$ cat config.mk
export PLATFORM = sky130hd
export DESIGN_NAME = mem_stage
export DESIGN_NICKNAME = d
export VERILOG_FILES = /design/src/rtl/mem_stage.sv
export SDC_FILE = /design/constraint.sdc
export NUM_CORES = 1
export LEC_CHECK = 0
export BUFFER_PORTS_ARGS = -buffer_cell sky130_fd_sc_hd__buf_2
export CORE_MARGIN = 5
export CORE_UTILIZATION = 34
export CTS_CLUSTER_SIZE = 16
export DETAILED_ROUTE_END_ITERATION = 8
export PLACE_DENSITY = 0.66
export SYNTH_ARGS = -nofsm -noshare
export SYNTH_HDL_FRONTEND = slang
export SYNTH_SLANG_ARGS = --single-unit
$ cat constraint.sdc
create_clock -name clk -period 4.5 [get_ports clk]
set_input_delay 0.675 -clock clk [delete_from_list [all_inputs] [get_ports clk]]
set_output_delay 0.675 -clock clk [all_outputs]
set_load 0.05 [all_outputs]
$ cat src/rtl/mem_stage.sv
// mem_stage: MEM pipeline stage with a ready/req data-memory handshake,
// load lane extraction with sign/zero extension, store lane replication,
// misalignment detection and the MEM/WB pipeline register.
// Optional build macro MEM_TIMEOUT_EN adds a WAIT-state timeout that
// aborts the access and raises bus_err. The default build has no timeout.
module mem_stage (
    input  logic        clk,
    input  logic        rst,
    input  logic [31:0] alu_out_m,
    input  logic [31:0] store_data_m,
    input  logic [1:0]  L_type_m,
    input  logic [1:0]  S_type_m,
    input  logic        load_unsigned_m,
    input  logic        MemRead_m,
    input  logic        MemWrite_m,
    input  logic        regWrite_m,
    input  logic        MemToReg_m,
    input  logic [4:0]  Rd_M,
    output logic        dmem_req,
    output logic        dmem_we,
    output logic [31:0] dmem_addr,
    output logic [31:0] dmem_wdata,
    output logic [3:0]  dmem_be,
    input  logic [31:0] dmem_rdata,
    input  logic        dmem_ready,
    output logic        stall_M,
    output logic [31:0] read_data_W,
    output logic [31:0] alu_out_W,
    output logic [4:0]  Rd_W,
    output logic        regWrite_W,
    output logic        MemToReg_W,
    output logic        misalign_err,
    output logic        bus_err
);

    localparam logic [1:0] SZ_BYTE = 2'b00;
    localparam logic [1:0] SZ_HALF = 2'b01;

    typedef enum logic {S_IDLE, S_WAIT} state_t;

    state_t      r_state;
    state_t      w_state_next;

    logic        w_access;
    logic        w_rd_en;
    logic [1:0]  w_off;
    logic [1:0]  w_size;
    logic        w_misalign;
    logic        w_misalign_fault;
    logic        w_complete;
    logic        w_abort;
    logic        w_timeout;
    logic [31:0] w_shifted;
    logic [31:0] w_load_data;

    // A write wins over a simultaneous read; the read data is then discarded.
    assign w_access = MemRead_m | MemWrite_m;
    assign w_rd_en  = MemRead_m & ~MemWrite_m;
    assign w_off    = alu_out_m[1:0];
    assign w_size   = MemWrite_m ? S_type_m : L_type_m;

    // Half needs 2-byte alignment; word (and the 11 encoding) needs 4-byte.
    assign w_misalign = ((w_size == SZ_HALF) && w_off[0]) ||
                        (w_size[1] && (w_off != 2'b00));

    assign dmem_addr = {alu_out_m[31:2], 2'b00};
    assign dmem_we   = dmem_req & MemWrite_m;

    // Store lane replication and byte enables.
    always_comb begin
        dmem_wdata = store_data_m;
        dmem_be    = 4'b1111;
        case (w_size)
            SZ_BYTE: begin
                dmem_wdata = {4{store_data_m[7:0]}};
                dmem_be    = 4'b0001 << w_off;
            end
            SZ_HALF: begin
                dmem_wdata = {2{store_data_m[15:0]}};
                dmem_be    = 4'b0011 << {w_off[1], 1'b0};
            end
            default: begin
                dmem_wdata = store_data_m;
                dmem_be    = 4'b1111;
            end
        endcase
    end

    // Load lane select followed by sign or zero extension.
    assign w_shifted = dmem_rdata >> {w_off, 3'b000};

    always_comb begin
        w_load_data = dmem_rdata;
        case (L_type_m)
            SZ_BYTE: w_load_data = load_unsigned_m ? {24'd0, w_shifted[7:0]}
                                                   : {{24{w_shifted[7]}}, w_shifted[7:0]};
            SZ_HALF: w_load_data = load_unsigned_m ? {16'd0, w_shifted[15:0]}
                                                   : {{16{w_shifted[15]}}, w_shifted[15:0]};
            default: w_load_data = dmem_rdata;
        endcase
    end

    // Handshake state register.
    always_ff @(posedge clk or posedge rst) begin
        if (rst) begin
            r_state <= S_IDLE;
        end else begin
            r_state <= w_state_next;
        end
    end

    // Next state, bus request and stall.
    always_comb begin
        w_state_next     = r_state;
        dmem_req         = 1'b0;
        stall_M          = 1'b0;
        w_complete       = 1'b0;
        w_abort          = 1'b0;
        w_misalign_fault = 1'b0;
        case (r_state)
            S_IDLE: begin
                if (w_access) begin
                    if (w_misalign) begin
                        w_misalign_fault = 1'b1;
                    end else begin
                        dmem_req = 1'b1;
                        if (dmem_ready) begin
                            w_complete = 1'b1;
                        end else begin
                            stall_M      = 1'b1;
                            w_state_next = S_WAIT;
                        end
                    end
                end
            end
            S_WAIT: begin
                dmem_req = 1'b1;
                if (dmem_ready) begin
                    w_complete   = 1'b1;
                    w_state_next = S_IDLE;
                end else if (w_timeout) begin
                    w_abort      = 1'b1;
                    w_state_next = S_IDLE;
                end else begin
                    stall_M = 1'b1;
                end
            end
            default: begin
                w_state_next = S_IDLE;
            end
        endcase
    end

`ifdef MEM_TIMEOUT_EN
    logic [3:0] r_cnt;

    // The 15th WAIT cycle without ready is the one that would bring the count to 15.
    assign w_timeout = (r_cnt == 4'd14);

    // WAIT-cycle counter and registered bus fault pulse.
    always_ff @(posedge clk or posedge rst) begin
        if (rst) begin
            r_cnt   <= 4'd0;
            bus_err <= 1'b0;
        end else begin
            bus_err <= w_abort;
            if ((r_state == S_WAIT) && !w_complete && !w_abort) begin
                r_cnt <= r_cnt + 4'd1;
            end else begin
                r_cnt <= 4'd0;
            end
        end
    end
`else
    assign w_timeout = 1'b0;
    assign bus_err   = 1'b0;
`endif

    // MEM/WB register: bubble on stall or fault, otherwise pass the instruction through.
    always_ff @(posedge clk or posedge rst) begin
        if (rst) begin
            read_data_W  <= 32'd0;
            alu_out_W    <= 32'd0;
            Rd_W         <= 5'd0;
            regWrite_W   <= 1'b0;
            MemToReg_W   <= 1'b0;
            misalign_err <= 1'b0;
        end else begin
            misalign_err <= w_misalign_fault;
            if (stall_M || w_misalign_fault || w_abort) begin
                regWrite_W <= 1'b0;
                MemToReg_W <= 1'b0;
            end else begin
                alu_out_W  <= alu_out_m;
                Rd_W       <= Rd_M;
                regWrite_W <= regWrite_m;
                MemToReg_W <= MemToReg_m;
                if (w_complete && w_rd_en) begin
                    read_data_W <= w_load_data;
                end
            end
        end
    end

endmodule

==> flow_metrics.tcl <==
set metrics [dict create \
    die_h_um 121 \
    nFillCells 1177 \
    reg2reg_to "read_data_W[20]" \
    htreeDepth 3 \
    place.gp.congestion 0.896 \
    arrival_ns 2.81 \
    p_sw_w 0.00133 \
    crit_slowest_cell "mux2i_2" \
    first_pass_iters 6 \
    combPwrFrac_pct 46.0 \
    reg2reg_slack_ns 2.19 \
    post_cts_resized 0 \
    synth_top_family_by_area "multiplexers" \
    crit_top_cell "buf_2" \
    place.port_buffers 253 \
    wl_met3_um 1110 \
    p_per_area_nw_per_um2 516 \
    vias 3766 \
    end_kind "output port" \
    critical_path.top_delay_family "buffers and inverters" \
    placed_cell_area_um2 5280 \
    peakVddDrop_uv 209 \
    cp.required_ns 3.83 \
    mostFrequentLayoutCells "buf_2, dfrtp_1, mux2_2, nand2_1, a21oi_1" \
    syn_area_per_cell_um2 10.5 \
    regToRegStartpoint "r_state" \
    die_w_um 121 \
    cp_num_buf_inv 3 \
    synth_area_leaders "dfrtp_1, mux2_2, buf_4" \
    synth_compound_area_share_pct 14.8 \
    drc 0 \
    drtIter0Drc 264 \
    fin_util_pct 46.1 \
    die-area_um2 14700 \
    dp_hpwl_um 10500 \
    multiInputGateArea_um2 1910 \
    grt_antenna_before_repair 0 \
    synth_mux_area_share_pct 21.5 \
    outcome "complete, no violations" \
    overflow 0 \
    numCtsBuffers 9 \
    synth_cells 399 \
    synth.distinct_cells 37 \
    path_cells "buf_2 > mux2i_2 > buf_4 > a2bb2oi_1 > a21o_1 > nor2b_1 > buf_2" \
    crit_type "in -> out" \
    ys.warnings.count 0 \
    finalSetupTns_ns 0 \
    final_area_um2 5560 \
    core-area_um2 12100 \
    slew_violations 0 \
    antenna_left 0 \
    start_util_pct 34.8 \
    p_seq_share_pct 30.7 \
    drt-met1-wl_um 5300 \
    yosys.area_share.simple_pct 8.86 \
    core.rowCount 40 \
    grt_max_degree 38 \
    clock_path_buffers 2 \
    hold_path.class "in -> async" \
    wire_per_inst_um 17.1 \
    rr_worst_depth 6 \
    cts_tree "done" \
    period_share_pct 77.4 \
    clk_latency_ns 0.33 \
    fmax_ghz 0.287 \
    internal_power_w 0.00153 \
    syn_area_um2 4190 \
    syn_to_final_growth_pct 32.5 \
    wl_met2_um 6710 \
    num_antenna_cells 0 \
    postCtsHoldBufs 0 \
    p_leak_nw 2.75 \
    cp-start-kind "input pin" \
    place_ws_ns 1.05 \
    clock_power_share_pct 23.3 \
    drive_above_1_share_pct 57.4 \
    cts_root_buf "clkbuf_16" \
    clock_sinks 73 \
    synth_fa_ha_area_share_pct 0 \
    netSwitchingFraction_pct 46.5 \
    final_common_cell "buf_2" \
    fin_nets 714 \
    rsz0062_at_grt "no" \
    fin_crit_ns 3.48 \
    grt_pass1_wl_um 19700 \
    design.portCount 257 \
    slew-limit-headroom_pct 21.6 \
    highest_layer "met4" \
    ys_seq_area_share_pct 43.6 \
    via_per_inst 4.87 \
    grt_pass1_vias 3665 \
    worstPathMaxFanout 18 \
    cts_setup_buffers 0 \
    wl_um 13200 \
    synth_area_leader_cell "dfrtp_1" \
    ys_seq_elements 73 \
    fin_ws_ns 1.02 \
    finalHoldViolations 0 \
    finalPower_w 0.00287 \
    worst_slew_pin_slew_ns 1.17 \
    setup_viol 0 \
    cpPeakStageDelay_ns 0.68 \
    synthXorXnorAreaFrac_pct 0 \
    maxCapViolations 0 \
    grt_usage_pct 16.9 \
    clk_pin_slew_ns 0.06 \
    synth_top_area_share_pct 43.6 \
    seqCellArea_um2 1830 \
    fin_skew_ns 0.0156 \
]
-- power by group through the flow --
stage | Clock, W | Combinational (W) | Sequential [W]
after floorplan | 0 | 0.000490 | 0.00141
after global placement | 0 | 0.00132 | 0.000886
after detailed placement | 0 | 0.00133 | 0.000892
after CTS | 0.000694 | 0.00133 | 0.000881
after global routing | 0.000724 | 0.00138 | 0.000900
final | 0.000669 | 0.00132 | 0.000879
-- final cells by class --
cell class | count | share of cell area [%]
multi-input combinational | 255 | 34.4
sequential | 73 | 32.9
timing repair buffer | 260 | 23.7
clock buffer | 11 | 4.37
tap | 168 | 3.78
clock inverter | 5 | 0.698
inverter | 2 | 0.135
-- through the flow --
stage / hold slack (ns) / std cells
floorplan: 0.532 / 401
global placement: 0.466 / 758
detailed placement: 0.475 / 758
CTS: 0.488 / 774
global route: 0.497 / 774
finish: 0.476 / 774
-- worst register-to-register path, cell delays in order (launching register included) --
cell,delay [ns]
dfrtp_1,0.47
o21bai_1,0.16
o221a_1,0.24
buf_4,0.30
and2_1,0.58
buf_4,0.28
a31oi_1,0.10
-- cells by family after synthesis --
logic type,count (synthesis)
AOI/OAI and AO/OA,94
and+or+nand+nor,83
muxes,75
DFF,73
buffers and inverters,73
other,1
-- synthesized netlist by cell type (all sizes together) --
library cell,instances
a21oi,26
clkbuf,17
o221a,1
nor2b,4
mux4,2
inv,1
nand2b,9
nand3b,1
a2bb2oi,1
nand3,8
buf,54
or2,1
mux2,68
mux2i,5
a31oi,24
a22o,7
dfrtp,73
o21ai,11
a22oi,7
o211ai,2
o2bb2ai,9
and2,3
clkinv,1
o21bai,3
nor3b,1
conb,1
o21a,1
a21o,2
nor2,13
nand2,43
-- per-layer routing --
metal	vias to the layer above	global-route usage (%)
met1	1815	21.0
li1	1779	-
met2	166	28.9
met5	-	0
met3	6	4.24
met4	0	4.67
-- worst max-delay path by stage --
stage | startpoint | to | slack, ns | depth (start not counted)
3_3_place_gp | MemWrite_m | stall_M | 1.12 | 7
2_1_floorplan | MemWrite_m | dmem_wdata[24] | 1.20 | 6
6_report | MemWrite_m | stall_M | 1.02 | 7
4_1_cts | MemWrite_m | stall_M | 1.04 | 7
5_1_grt | MemWrite_m | stall_M | 0.83 | 7
3_5_place_dp | MemWrite_m | stall_M | 1.05 | 7
-- registers in the layout, summed over array words and instances, names as in the netlist --
register / flops
MemToReg_W: 1
regWrite_W: 1
r_state: 1
misalign_err: 1
Rd_W: 5
read_data_W: 32
alu_out_W: 32
(Power assumes the default switching activity.)
